$ cat config.mk
export PLATFORM = sky130hd
export DESIGN_NAME = seq_divider
export DESIGN_NICKNAME = d
export VERILOG_FILES = /design/src/rtl/multdiv_pkg.sv /design/src/rtl/div_sub_stage.sv /design/src/rtl/seq_divider.sv
export SDC_FILE = /design/constraint.sdc
export NUM_CORES = 1
export LEC_CHECK = 0
export BUFFER_PORTS_ARGS = -buffer_cell sky130_fd_sc_hd__buf_4
export CAP_MARGIN = 25
export CORE_MARGIN = 1.5
export CORE_UTILIZATION = 65
export CTS_BUF_LIST = sky130_fd_sc_hd__clkbuf_8
export CTS_CLUSTER_SIZE = 24
export DETAILED_ROUTE_END_ITERATION = 10
export GPL_TIMING_DRIVEN = 0
export PLACE_DENSITY = 0.86
export SLEW_MARGIN = 10
export SYNTH_ARGS = -nofsm -noshare
export SYNTH_HDL_FRONTEND = slang
export SYNTH_HIERARCHICAL = 1
export SYNTH_SLANG_ARGS = --single-unit
export TNS_END_PERCENT = 50
$ cat constraint.sdc
create_clock -name clock -period 9.95 [get_ports clock]
set_input_delay 0.4975 -clock clock [delete_from_list [all_inputs] [get_ports clock]]
set_output_delay 0.4975 -clock clock [all_outputs]
set_load 0.02 [all_outputs]
$ cat src/rtl/multdiv_pkg.sv
// Definitions shared by the multdiv path: divider FSM states and the common
// operand width and most-negative constant.
package multdiv_pkg;

    localparam int DIV_WIDTH = 32;
    localparam logic [DIV_WIDTH-1:0] INT_MIN = 32'h8000_0000;

    typedef enum logic [1:0] {
        S_IDLE = 2'd0,
        S_RUN  = 2'd1,
        S_FIX  = 2'd2,
        S_DONE = 2'd3
    } div_state_t;

endpackage

$ cat src/rtl/div_sub_stage.sv
// One restoring-division step: trial-subtract the divisor from the shifted
// partial remainder and keep the difference only when it did not borrow.
module div_sub_stage #(
    parameter int WIDTH = 32
) (
    input  logic [WIDTH:0]   rem,
    input  logic [WIDTH-1:0] divisor,
    output logic [WIDTH-1:0] next_rem,
    output logic             q_bit
);

    logic [WIDTH:0] diff;

    // diff MSB is the borrow: clear means rem >= divisor
    always_comb begin
        diff     = rem + ~{1'b0, divisor} + {{WIDTH{1'b0}}, 1'b1};
        q_bit    = ~diff[WIDTH];
        next_rem = q_bit ? diff[WIDTH-1:0] : rem[WIDTH-1:0];
    end

endmodule

$ cat src/rtl/seq_divider.sv
// Multi-cycle signed restoring divider: magnitudes are divided one bit per
// cycle, signs are applied afterwards, results are presented with a RDY pulse.
module seq_divider
    import multdiv_pkg::*;
#(
    parameter int WIDTH = DIV_WIDTH
) (
    input  logic             clock,
    input  logic             reset_n,
    input  logic             ctrl_DIV,
    input  logic [WIDTH-1:0] data_operandA,
    input  logic [WIDTH-1:0] data_operandB,
    output logic [WIDTH-1:0] data_result,
    output logic [WIDTH-1:0] data_remainder,
    output logic             data_exception,
    output logic             data_resultRDY,
    output logic             busy
);

    localparam int CNT_W = $clog2(WIDTH) + 1;
    localparam logic [WIDTH-1:0] MIN_VAL = {1'b1, {(WIDTH-1){1'b0}}};

    function automatic logic [WIDTH-1:0] negate(input logic [WIDTH-1:0] x);
        return ~x + WIDTH'(1);
    endfunction

    div_state_t       state_q, state_d;
    logic [CNT_W-1:0] cnt_q, cnt_d;
    logic [WIDTH-1:0] rem_q, rem_d;
    logic [WIDTH-1:0] quo_q, quo_d;
    logic [WIDTH-1:0] divisor_q, divisor_d;
    logic             sign_a_q, sign_a_d;
    logic             sign_b_q, sign_b_d;
    logic             ovf_q, ovf_d;
    logic [WIDTH-1:0] res_quo_q, res_quo_d;
    logic [WIDTH-1:0] res_rem_q, res_rem_d;
    logic             res_exc_q, res_exc_d;
    logic [WIDTH-1:0] result_q, result_d;
    logic [WIDTH-1:0] remainder_q, remainder_d;
    logic             exception_q, exception_d;
    logic             rdy_q, rdy_d;

    logic [WIDTH:0]   rem_shift;
    logic [WIDTH-1:0] step_rem;
    logic             step_bit;

    // quo_q starts as |A|; its MSB feeds the remainder while quotient bits fill from the bottom
    assign rem_shift = {rem_q, quo_q[WIDTH-1]};

    div_sub_stage #(.WIDTH(WIDTH)) u_sub (
        .rem      (rem_shift),
        .divisor  (divisor_q),
        .next_rem (step_rem),
        .q_bit    (step_bit)
    );

    always_ff @(posedge clock or negedge reset_n) begin
        if (!reset_n) begin
            state_q     <= S_IDLE;
            cnt_q       <= '0;
            rem_q       <= '0;
            quo_q       <= '0;
            divisor_q   <= '0;
            sign_a_q    <= 1'b0;
            sign_b_q    <= 1'b0;
            ovf_q       <= 1'b0;
            res_quo_q   <= '0;
            res_rem_q   <= '0;
            res_exc_q   <= 1'b0;
            result_q    <= '0;
            remainder_q <= '0;
            exception_q <= 1'b0;
            rdy_q       <= 1'b0;
        end else begin
            state_q     <= state_d;
            cnt_q       <= cnt_d;
            rem_q       <= rem_d;
            quo_q       <= quo_d;
            divisor_q   <= divisor_d;
            sign_a_q    <= sign_a_d;
            sign_b_q    <= sign_b_d;
            ovf_q       <= ovf_d;
            res_quo_q   <= res_quo_d;
            res_rem_q   <= res_rem_d;
            res_exc_q   <= res_exc_d;
            result_q    <= result_d;
            remainder_q <= remainder_d;
            exception_q <= exception_d;
            rdy_q       <= rdy_d;
        end
    end

    always_comb begin
        state_d     = state_q;
        cnt_d       = cnt_q;
        rem_d       = rem_q;
        quo_d       = quo_q;
        divisor_d   = divisor_q;
        sign_a_d    = sign_a_q;
        sign_b_d    = sign_b_q;
        ovf_d       = ovf_q;
        res_quo_d   = res_quo_q;
        res_rem_d   = res_rem_q;
        res_exc_d   = res_exc_q;
        result_d    = result_q;
        remainder_d = remainder_q;
        exception_d = exception_q;
        rdy_d       = 1'b0;

        // Publishing from DONE lets a new start overwrite res_* without disturbing the pulse
        if (state_q == S_DONE) begin
            rdy_d       = 1'b1;
            result_d    = res_quo_q;
            remainder_d = res_rem_q;
            exception_d = res_exc_q;
        end

        case (state_q)
            S_IDLE, S_DONE: begin
                state_d = S_IDLE;
                if (ctrl_DIV) begin
                    sign_a_d  = data_operandA[WIDTH-1];
                    sign_b_d  = data_operandB[WIDTH-1];
                    quo_d     = data_operandA[WIDTH-1] ? negate(data_operandA) : data_operandA;
                    divisor_d = data_operandB[WIDTH-1] ? negate(data_operandB) : data_operandB;
                    ovf_d     = (data_operandA == MIN_VAL) && (&data_operandB);
                    rem_d     = '0;
                    cnt_d     = '0;
                    if (data_operandB == '0) begin
                        res_quo_d = '0;
                        res_rem_d = data_operandA;
                        res_exc_d = 1'b1;
                        state_d   = S_DONE;
                    end else begin
                        state_d   = S_RUN;
                    end
                end
            end
            S_RUN: begin
                rem_d = step_rem;
                quo_d = {quo_q[WIDTH-2:0], step_bit};
                cnt_d = cnt_q + CNT_W'(1);
                if (cnt_q == CNT_W'(WIDTH - 1)) begin
                    state_d = S_FIX;
                end
            end
            S_FIX: begin
                // INT_MIN / -1 already yields INT_MIN here; only the exception flag is special
                res_quo_d = (sign_a_q ^ sign_b_q) ? negate(quo_q) : quo_q;
                res_rem_d = sign_a_q ? negate(rem_q) : rem_q;
                res_exc_d = ovf_q;
                state_d   = S_DONE;
            end
            default: begin
                state_d = S_IDLE;
            end
        endcase
    end

    assign data_result    = result_q;
    assign data_remainder = remainder_q;
    assign data_exception = exception_q;
    assign data_resultRDY = rdy_q;
    assign busy           = (state_q != S_IDLE) || rdy_q;

endmodule

Word-level counts from Yosys, hierarchy flattened
Cells that the tools add are included.
{ "word_totals": {"ff_bits": 238} }
{ "op_classes": {"n_addsub": 7, "eq_ne": 8, "mux": 25, "bitwise_logic": 7, "reduce_logical": 12} }
{ "ops": {"columns": ["cell", "count"], "rows": [
  ["two-way mux 32 bit", 11],
  ["case mux 32 bit (2 select lines)", 4],
  ["adder 32 x 1 -> 32 bit (second input constant)", 4],
  ["inverter 32 bit", 4],
  ["adder 33 x 1 -> 33 bit (second input constant)", 1],
  ["adder 33 bit", 1],
  ["inverter 32 -> 33 bit", 1],
  ["equality test 32 bit (second input constant)", 1],
  ["logical NOT 32 bit", 1],
  ["AND reduction 32 bit", 1],
  ["case mux 6 bit (2 select lines)", 1],
  ["adder 6 x 1 -> 6 bit (second input constant)", 1],
  ["equality test 6 x 5 -> 1 bit (second input constant)", 1],
  ["two-way mux 2 bit", 3],
  ["two-way mux 6 bit", 1],
  ["inequality test 2 bit (second input constant)", 3],
  ["case mux 2 bit (3 select lines)", 1],
  ["nonzero test 2 bit", 3],
  ["equality test 2 bit (second input constant)", 2],
  ["AND reduction 2 bit", 2],
  ["two-way mux 1 bit", 3],
  ["AND reduction 3 bit", 1],
  ["equality test 2 x 1 -> 1 bit (second input constant)", 1],
  ["logical NOT 2 bit", 1],
  ["6 further kinds", 6]
]} }

Longest topological paths before layout
Gate-level depths: netlist of the first run.
{ "depth": {"ltp_word": 5, "mapped_depth": 16, "depth_no_buf": 15} }

Cells and area by module
The synthesis of the first run kept the hierarchy.
{ "modules_own_cells": {"columns": ["module", "instances", "cells_per_inst", "area_per_inst_um2", "seq_area_each_um2"], "rows": [
  ["seq_divider", 1, 1279, 12823.5, 5955.7],
  ["div_sub_stage", 1, 311, 2255.9, 0.0]
]} }

Least setup slack after synthesis of the first run
No wires, ideal clock.
{ "synth_timing": {"kind": "register -> register", "startpoint": "register quo_q[31]", "endpoint": "register rem_q[14]", "arrival_ns": 3.059, "required_time_ns": 9.818, "slack_ns": 6.759, "path_stages_with_launch": 17, "n_path_buf": 1, "synth_period_minus_slack_ns": 3.191, "cell_sequence": "dfrtp_1 inv_1 ha_1 fa_1 and2b_1 o2111ai_1 a21oi_2 o2111ai_1 a211oi_2 nor2_2 mux2i_1 and2_4 inv_2 buf_6 mux2_4 nand3_1 o21ai_0"} }
{ "synth_between": {"elab_chain_len": 4} }
{ "synth_lines": {"columns": ["item", "line", "text"], "rows": [
  ["start: declaration", "seq_divider.sv:30", "logic [WIDTH-1:0] quo_q, quo_d;"],
  ["start signal: assignment", "seq_divider.sv:78", "quo_q <= quo_d;"],
  ["adder 33 bit", "div_sub_stage.sv:16", "diff = rem + ~{1'b0, divisor} + {{WIDTH{1'b0}}, 1'b1};"],
  ["adder 33 x 1 -> 33 bit", "div_sub_stage.sv:16", null],
  ["two-way mux 32 bit", "div_sub_stage.sv:18", "next_rem = q_bit ? diff[WIDTH-1:0] : rem[WIDTH-1:0];"],
  ["via step_rem[14]", "seq_divider.sv:44", "logic [WIDTH-1:0] step_rem;"],
  ["case mux 32 bit (2 select lines)", "seq_divider.sv:118", "case (state_q)"],
  ["end signal: assignment", "seq_divider.sv:77", "rem_q <= rem_d;"],
  ["end: declaration", "seq_divider.sv:29", "logic [WIDTH-1:0] rem_q, rem_d;"]
]} }
The timed path passes the listed nets, and every way through them passes these cells.
A chain may end at the register's enable or synchronous reset.

Final worst setup path of the first run
Ends and elaborated chain as after synthesis.

==> results.toml, run 1 <==
[run_status]
status = "complete, no violations"

[flow_run]
cap_violations = 0

[timing]
hold_viol_final = 0
fin_worst_skew_ps = 27.8
rsz0062_at_grt = "false"
tightest_slew_ps = 1030
fin_crit_ps = 3860
clock.fmax_mhz = 259
fin_crit_sh_pct = 38.8
holdWs_ps = 251
max_slew_margin_pct = 31.1
setup-violations-final = 0
tns_ps = 0
report.final.slew_viol_count = 0

[drt]
firstDrtPassIters = 9
post_drt_wl_per_cell_um = 21.5
wl_um = 44900
drc = 0
drt_iter0_drc = 1534
viasPerCell = 6.55
vias = 13600
ant_nets = 0

[yosys]
synth-xor-area-share_pct = 7.38
synthAdderAreaFrac_pct = 3.62
yosysTopAreaCellShare_pct = 39.5
synth.distinct_cells = 78
synth_top_family_by_area = "simple AND/OR/NAND/NOR gates"
syn_area_per_cell_um2 = 9.48
async_reset_ff_share_pct = 100
synth_compound_area_share_pct = 16.7
synth-simple-area-share_pct = 16.8
syn_inst = 1590
synth_edf_count = 0
synth_mux_area_share_pct = 11.7
synth_nets = 1700
yosysWarnings = 6
ys.flop_type = "dfrtp_1"
syn_area_um2 = 15100
synth.area.top_cells = "dfrtp_1 (39%), mux2_2 (5.4%), xor2_1 (4.9%), mux2_4 (4.6%), nand2_1 (4.0%)"
ys_ff_latch = 238
synth_area_leader_cell = "dfrtp_1"
synth_seq_area_share_pct = 39.5

[cells_and_area]
syn2layout_area_growth_pct = 14.8
fill_cells = 1645
n_antenna_cell = 0
postLayoutCellArea_um2 = 17300
final_common_cell = "dfrtp_1"
drive_above_1_share_pct = 19.1
finalNetCount = 1881
final_cell_mix = "dfrtp_1 (238), nand2_1 (161), buf_4 (132), o21ai_0 (94), clkbuf_1 (87)"

[power_and_ir_drop]
pwr-share-seq_pct = 31.6
clkPwrFrac_pct = 16.7
p_comb_share_pct = 51.7
cellInternalPower_mw = 2.90
p_per_area_nw_per_um2 = 299
p_switching_mw = 2.28
swShare_pct = 44.1
ir_worst_vdd_mv = 0.207
p_leak_nw = 7.92

[global_route]
grt_usage_pct = 37.5
overflow = 0
grt_pass1_wl_um = 70900
antenna_found_initial = 0
grt_pass1_vias = 13300
grt_max_degree = 108

[worst_setup_path]
worstSetupPathType = "reg2reg"
r2r_slack_ps = 6090
crit_path_max_fanout = 10
cp-end-kind = "flip-flop"
worstPathRequired_ps = 10350
critPathArrivalTime_ps = 4260
cp-start-kind = "flip-flop"

[placement]
port-buffer-count = 133
dp_hpwl_um = 34300
placed_area_um2 = 16500
place.gp.congestion = 0.951

[cts]
cts_root_buf = "clkbuf_8"
cts_resized = 0
cts.htree.levels = 2
cts_buffer_depth = 3
holdBufCountCts = 1
clock_latency_ps = 560
clock_sinks = 238
post_cts_buffers = 0
clk_pin_slew_worst_paths_ps = 60
cts_tree = "built"
cts_made_buffers = 41

[floorplan]
fp.dieArea_um2 = 24100
ios = 134
core_um2 = 22700
start_util_pct = 66.4
die_h_um = 155
num_rows = 55
die_w_um = 155

[hold_path]
worst_hold_path_type = "in2reg"
==> cells in the mapped netlist (all sizes together), types with 34 or more instances <==
library cell,number
a21oi,68
clkbuf,87
dfrtp,238
ha,42
inv,52
mux2,120
nand2,161
nand3,69
nor2,67
o21ai,108
o31ai,34
o41ai,43
xnor2,42
xor2,85
==> flip-flops by register name, summed over array words and instances (netlist names) <==
register	flops
data_remainder	32
data_result	32
divisor_q	32
quo_q	32
rem_q	32
res_quo_q	32
res_rem_q	32
cnt_q	6
state_q	2
data_exception	1
data_resultRDY	1
ovf_q	1
res_exc_q	1
sign_a_q	1
sign_b_q	1
==> layout make-up <==
type / count / area [um2] / area share (%)
buffer: 103 / 448 / 2.59
clock buffer: 52 / 716 / 4.13
clock inverter: 18 / 76.3 / 0.441
inverter: 53 / 199 / 1.15
multi-input combinational: 1196 / 8480 / 49.0
sequential: 238 / 5960 / 34.4
tap: 285 / 357 / 2.06
timing repair buffer: 138 / 1080 / 6.24
==> path summary, 6_finish.rpt <==
check	depth (start not counted)	endpoint	startpoint
setup / recovery	16	rem_q[14]	quo_q[31]
hold / removal	3	sign_b_q	data_operandB[31]
setup reg to reg	16	rem_q[14]	quo_q[31]
hold reg to reg	2	divisor_q[27]	divisor_q[27]
max in group asynchronous	3	divisor_q[11]	reset_n
min in group asynchronous	2	data_remainder[28]	reset_n
==> cells by family after synthesis <==
kind of cell	count (synthesis)
adder cells (fa/ha/maj)	43
multiplexers	144
XOR/XNOR	127
buffers and inverters	156
AND/OR/NAND/NOR	503
flip-flops	238
AO/OA/AOI/OAI	379
==> metrics by stage <==
step	setup slack [ps]	cells	utilization, %	power, mW
2_1_floorplan	6760	1590	-	3.40
3_5_place_dp	6180	2011	72.7	4.25
3_3_place_gp	6240	2008	72.4	4.13
6_report	6090	2083	76.2	5.19
4_1_cts	6120	2082	76.2	5.13
5_1_grt	5910	2083	76.2	5.48
==> power groups by stage <==
stage               combinational (mW)  sequential [mW]  clock [mW]
global placement                  2.52             1.61           0
floorplan                         1.71             1.69           0
global route                      2.89             1.67       0.916
CTS                               2.64             1.63       0.870
finish                            2.68             1.64       0.868
detailed placement                2.61             1.64           0
==> metal layers <==
| layer | vias to the layer above | GRT usage, % | wire, um |
|---|---|---|---|
| li1 | 6180 | - | - |
| met1 | 6526 | 51.0 | 18300 |
| met2 | 768 | 58.6 | 20300 |
| met3 | 170 | 6.63 | 4090 |
| met4 | 0 | 17.8 | 2190 |
| met5 | - | 0 | 0 |
==> critical path, stage by stage (launching register included) <==
cell and delay (ps):
dfrtp_1 450, inv_1 70, ha_1 250, fa_1 410
and2b_1 240, o2111ai_1 160, a21oi_2 240, o2111ai_1 260
a211oi_2 300, nor2_2 100, mux2i_1 270, and2_4 210
inv_2 80, buf_6 170, mux2_4 310, nand3_1 80
o21ai_0 100
Note: power is estimated with default switching activity, not from simulation.
==> run 2, diff against run 1 <==
Settings changed: ABC_AREA from default to 1, CORE_UTILIZATION 65 to 63, PLACE_DENSITY 0.86 to 0.83.
Clock period 9.95 ns to 4 ns, I/O delays scaled along.
==> run 2 against run 1 <==
Maximum frequency rose by 15%; combinational power rose to 2.7 times the previous value; global-route usage rose by 7.7 points; synthesized cell count rose by 59%; sequential power rose to 2.5 times the previous value; final area rose by 12%; synthesized area rose by 11%; largest power group unchanged.
==> results.toml, run 2 <==
[yosys]
synth_nets = 2644
yosysWarnings = 6
syn_area_um2 = 16800
synth_edf_count = 0
synth_most_common_cell = "nand2_1"
async_reset_ff_share_pct = 100
yosysTopAreaCellShare_pct = 35.5
synth_commonest_cells = "nand2_1 (920), inv_1 (300), nand3_1 (255), dfrtp_1 (238), nor2_1 (228)"
syn_inst = 2534
ys.flop_type = "dfrtp_1"
ys_ff_latch = 238
synth.area.top_cells = "dfrtp_1 (36%), nand2_1 (21%), nand3_1 (7.6%), inv_1 (6.7%), nor2_1 (5.1%)"
synth.distinct_cells = 44
syn_area_per_cell_um2 = 6.62
synth_area_leader_cell = "dfrtp_1"
synth_seq_area_share_pct = 35.5

[global_route]
grt_pass1_wl_um = 97200
antenna_found_initial = 1
grt_usage_pct = 45.2
grt_max_degree = 99
overflow = 0
grt_pass1_vias = 17800

[placement]
port-buffer-count = 132
dp_hpwl_um = 48000
place.gp.congestion = 1.07
post-place-ws_ps = 987

[timing]
tns_ps = 0
rsz0062_at_grt = "false"
setup-violations-final = 0
tightest_slew_ps = 910
fin_crit_sh_pct = 83.7
setup_ws_ps = 653
hold_viol_final = 0
max_slew_margin_pct = 39.4
fin_crit_ps = 3350
report.final.slew_viol_count = 0
fin_worst_skew_ps = 40.7
clock.fmax_mhz = 299

[drt]
drt_iter0_drc = 2698
post_drt_wl_per_cell_um = 20.2
drc = 0
ant_nets = 0
firstDrtPassIters = 10
vias = 18700
wl_um = 62500
viasPerCell = 6.05

[cts]
cts_tree = "built"
cts_buffer_depth = 3
cts_made_buffers = 40
cts_root_buf = "clkbuf_8"
clk_pin_slew_worst_paths_ps = 70
cts_resized = 0
clock_latency_ps = 580
clock_sinks = 238
post_cts_buffers = 0
cts.htree.levels = 2

[worst_setup_path]
r2r_end = "rem_q[1]"
critPathArrivalTime_ps = 3760
worstPathRequired_ps = 4420
ff2ff_path_depth = 19
cp-start-kind = "flip-flop"
critical_path.slowest_cell = "dfrtp_1"
cp-end-kind = "flip-flop"
cp_cell_sequence = "inv_1 > ha_1 > fa_1 > inv_1 > nand2_1 > nand2_1 > nand3_1 > nand2_2 > nand2_1 > nand2_2 > nand2_2 > nand2_2 > nand2_2 > nand2_4 > buf_4 > nand2_1 > nand2_1 > nand3_1 > o21ai_0"
crit_path_max_fanout = 10
path_delay_family = "simple AND/OR/NAND/NOR gates"
worstSetupPathType = "reg2reg"
cp_num_buf_inv = 3
critical_path.max_stage_delay_ps = 580
r2r-start = "quo_q[31]"
cp-startpoint = "quo_q[31]"
r2r_slack_ps = 650

[run_status]
status = "complete, no violations"

[cells_and_area]
n_antenna_cell = 0
multiInputGateArea_um2 = 9220
regArea_um2 = 5960
final_common_cell = "nand2_1"
syn2layout_area_growth_pct = 15.2
final_cell_mix = "nand2_1 (920), inv_1 (311), nand3_1 (255), dfrtp_1 (238), nor2_1 (228)"
fin_util_pct = 74.1
finalNetCount = 2839
fill_cells = 2035
drive_above_1_share_pct = 12.2

[flow_run]
cap_violations = 0

[floorplan]
start_util_pct = 64.4
core_um2 = 26100
die_w_um = 166
fp.dieArea_um2 = 27600
ios = 134
num_rows = 59
die_h_um = 166

[hold_path]
worstHoldEndpoint = "divisor_q[20]"
worst_hold_path_type = "in2reg"
min_from = "data_operandB[20]"
hold_depth = 3

[power_and_ir_drop]
p_per_area_nw_per_um2 = 720
p_leak_nw = 10.6
p_total_mw = 13.9
ir_worst_vdd_mv = 0.676
[run 2: cell types whose count changed after synthesis, moves of 24 or more]
| cell | before | now |
|---|---|---|
| nor2_1 | 66 | 228 |
| mux2_4 | 46 | 0 |
| inv_1 | 51 | 300 |
| o41ai_1 | 43 | 0 |
| mux2i_1 | 24 | 0 |
| clkbuf_1 | 87 | 33 |
| or3_1 | 28 | 0 |
| nand2_1 | 161 | 920 |
| nand3_1 | 69 | 255 |
| o31ai_1 | 34 | 1 |
| xnor2_1 | 42 | 2 |
| o21ai_0 | 94 | 134 |
| xor2_1 | 85 | 37 |
[run 2: kinds of logic after synthesis]
family | share of synthesized area [%]
simple gates | 37.5
buf+inv | 9.54
compound gates | 7.83
flops | 35.5
mux | 4.36
fa+ha+maj | 3.25
xor+xnor | 2.04
[run 2: area by class of cell]
type                            instances  share of cell area, %
Buffer                                 83                   2.34
Clock inverter                         19                  0.997
Inverter                              306                   5.95
Sequential cell                       238                   30.8
Clock buffer                           50                   3.56
Multi-Input combinational cell       1907                   47.7
Timing Repair Buffer                  153                   6.44
Tap cell                              335                   2.17
[run 2: tightest hold or removal path, cell delays in order]
cell and delay (ps):
buf_4 110, xor2_1 60, o21ai_0 140
[run 2: how the worst max path moves through the flow]
stage / end / cells past startpoint
6_report: rem_q[1] / 19
3_5_place_dp: rem_q[1] / 19
3_3_place_gp: data_remainder[27] / 1
4_1_cts: rem_q[1] / 19
5_1_grt: rem_q[1] / 19
2_1_floorplan: rem_q[25] / 18
[run 2: stage by stage]
stage                     hold WS, ps  area, um2  instances
after floorplan                 -95.6      16800       2534
after global placement            459      18200       3001
after detailed placement          201      18200       3003
after CTS                        1.66      19300       3091
after global routing             28.5      19300       3091
final                            10.2      19300       3091
[run 2: power breakdown]
group          internal, mW  switching, mW
sequential             3.36          0.756
combinational          2.36           4.99
clock                  1.39           1.06
total                  7.11           6.80
[run 2: layer usage]
metal / vias to the layer above / GRT usage [%] / routed length, um
li1: 8451 / - / -
met1: 8596 / 60.3 / 24500
met2: 1388 / 67.5 / 25900
met3: 255 / 15.9 / 9430
met4: 0 / 17.4 / 2690
met5: - / 0 / 0
[run 2: timing repair]
action,CTS,global route
hold buffers,19,0
endpoints found under the setup margin,0,0
endpoints found under the hold margin,87,0
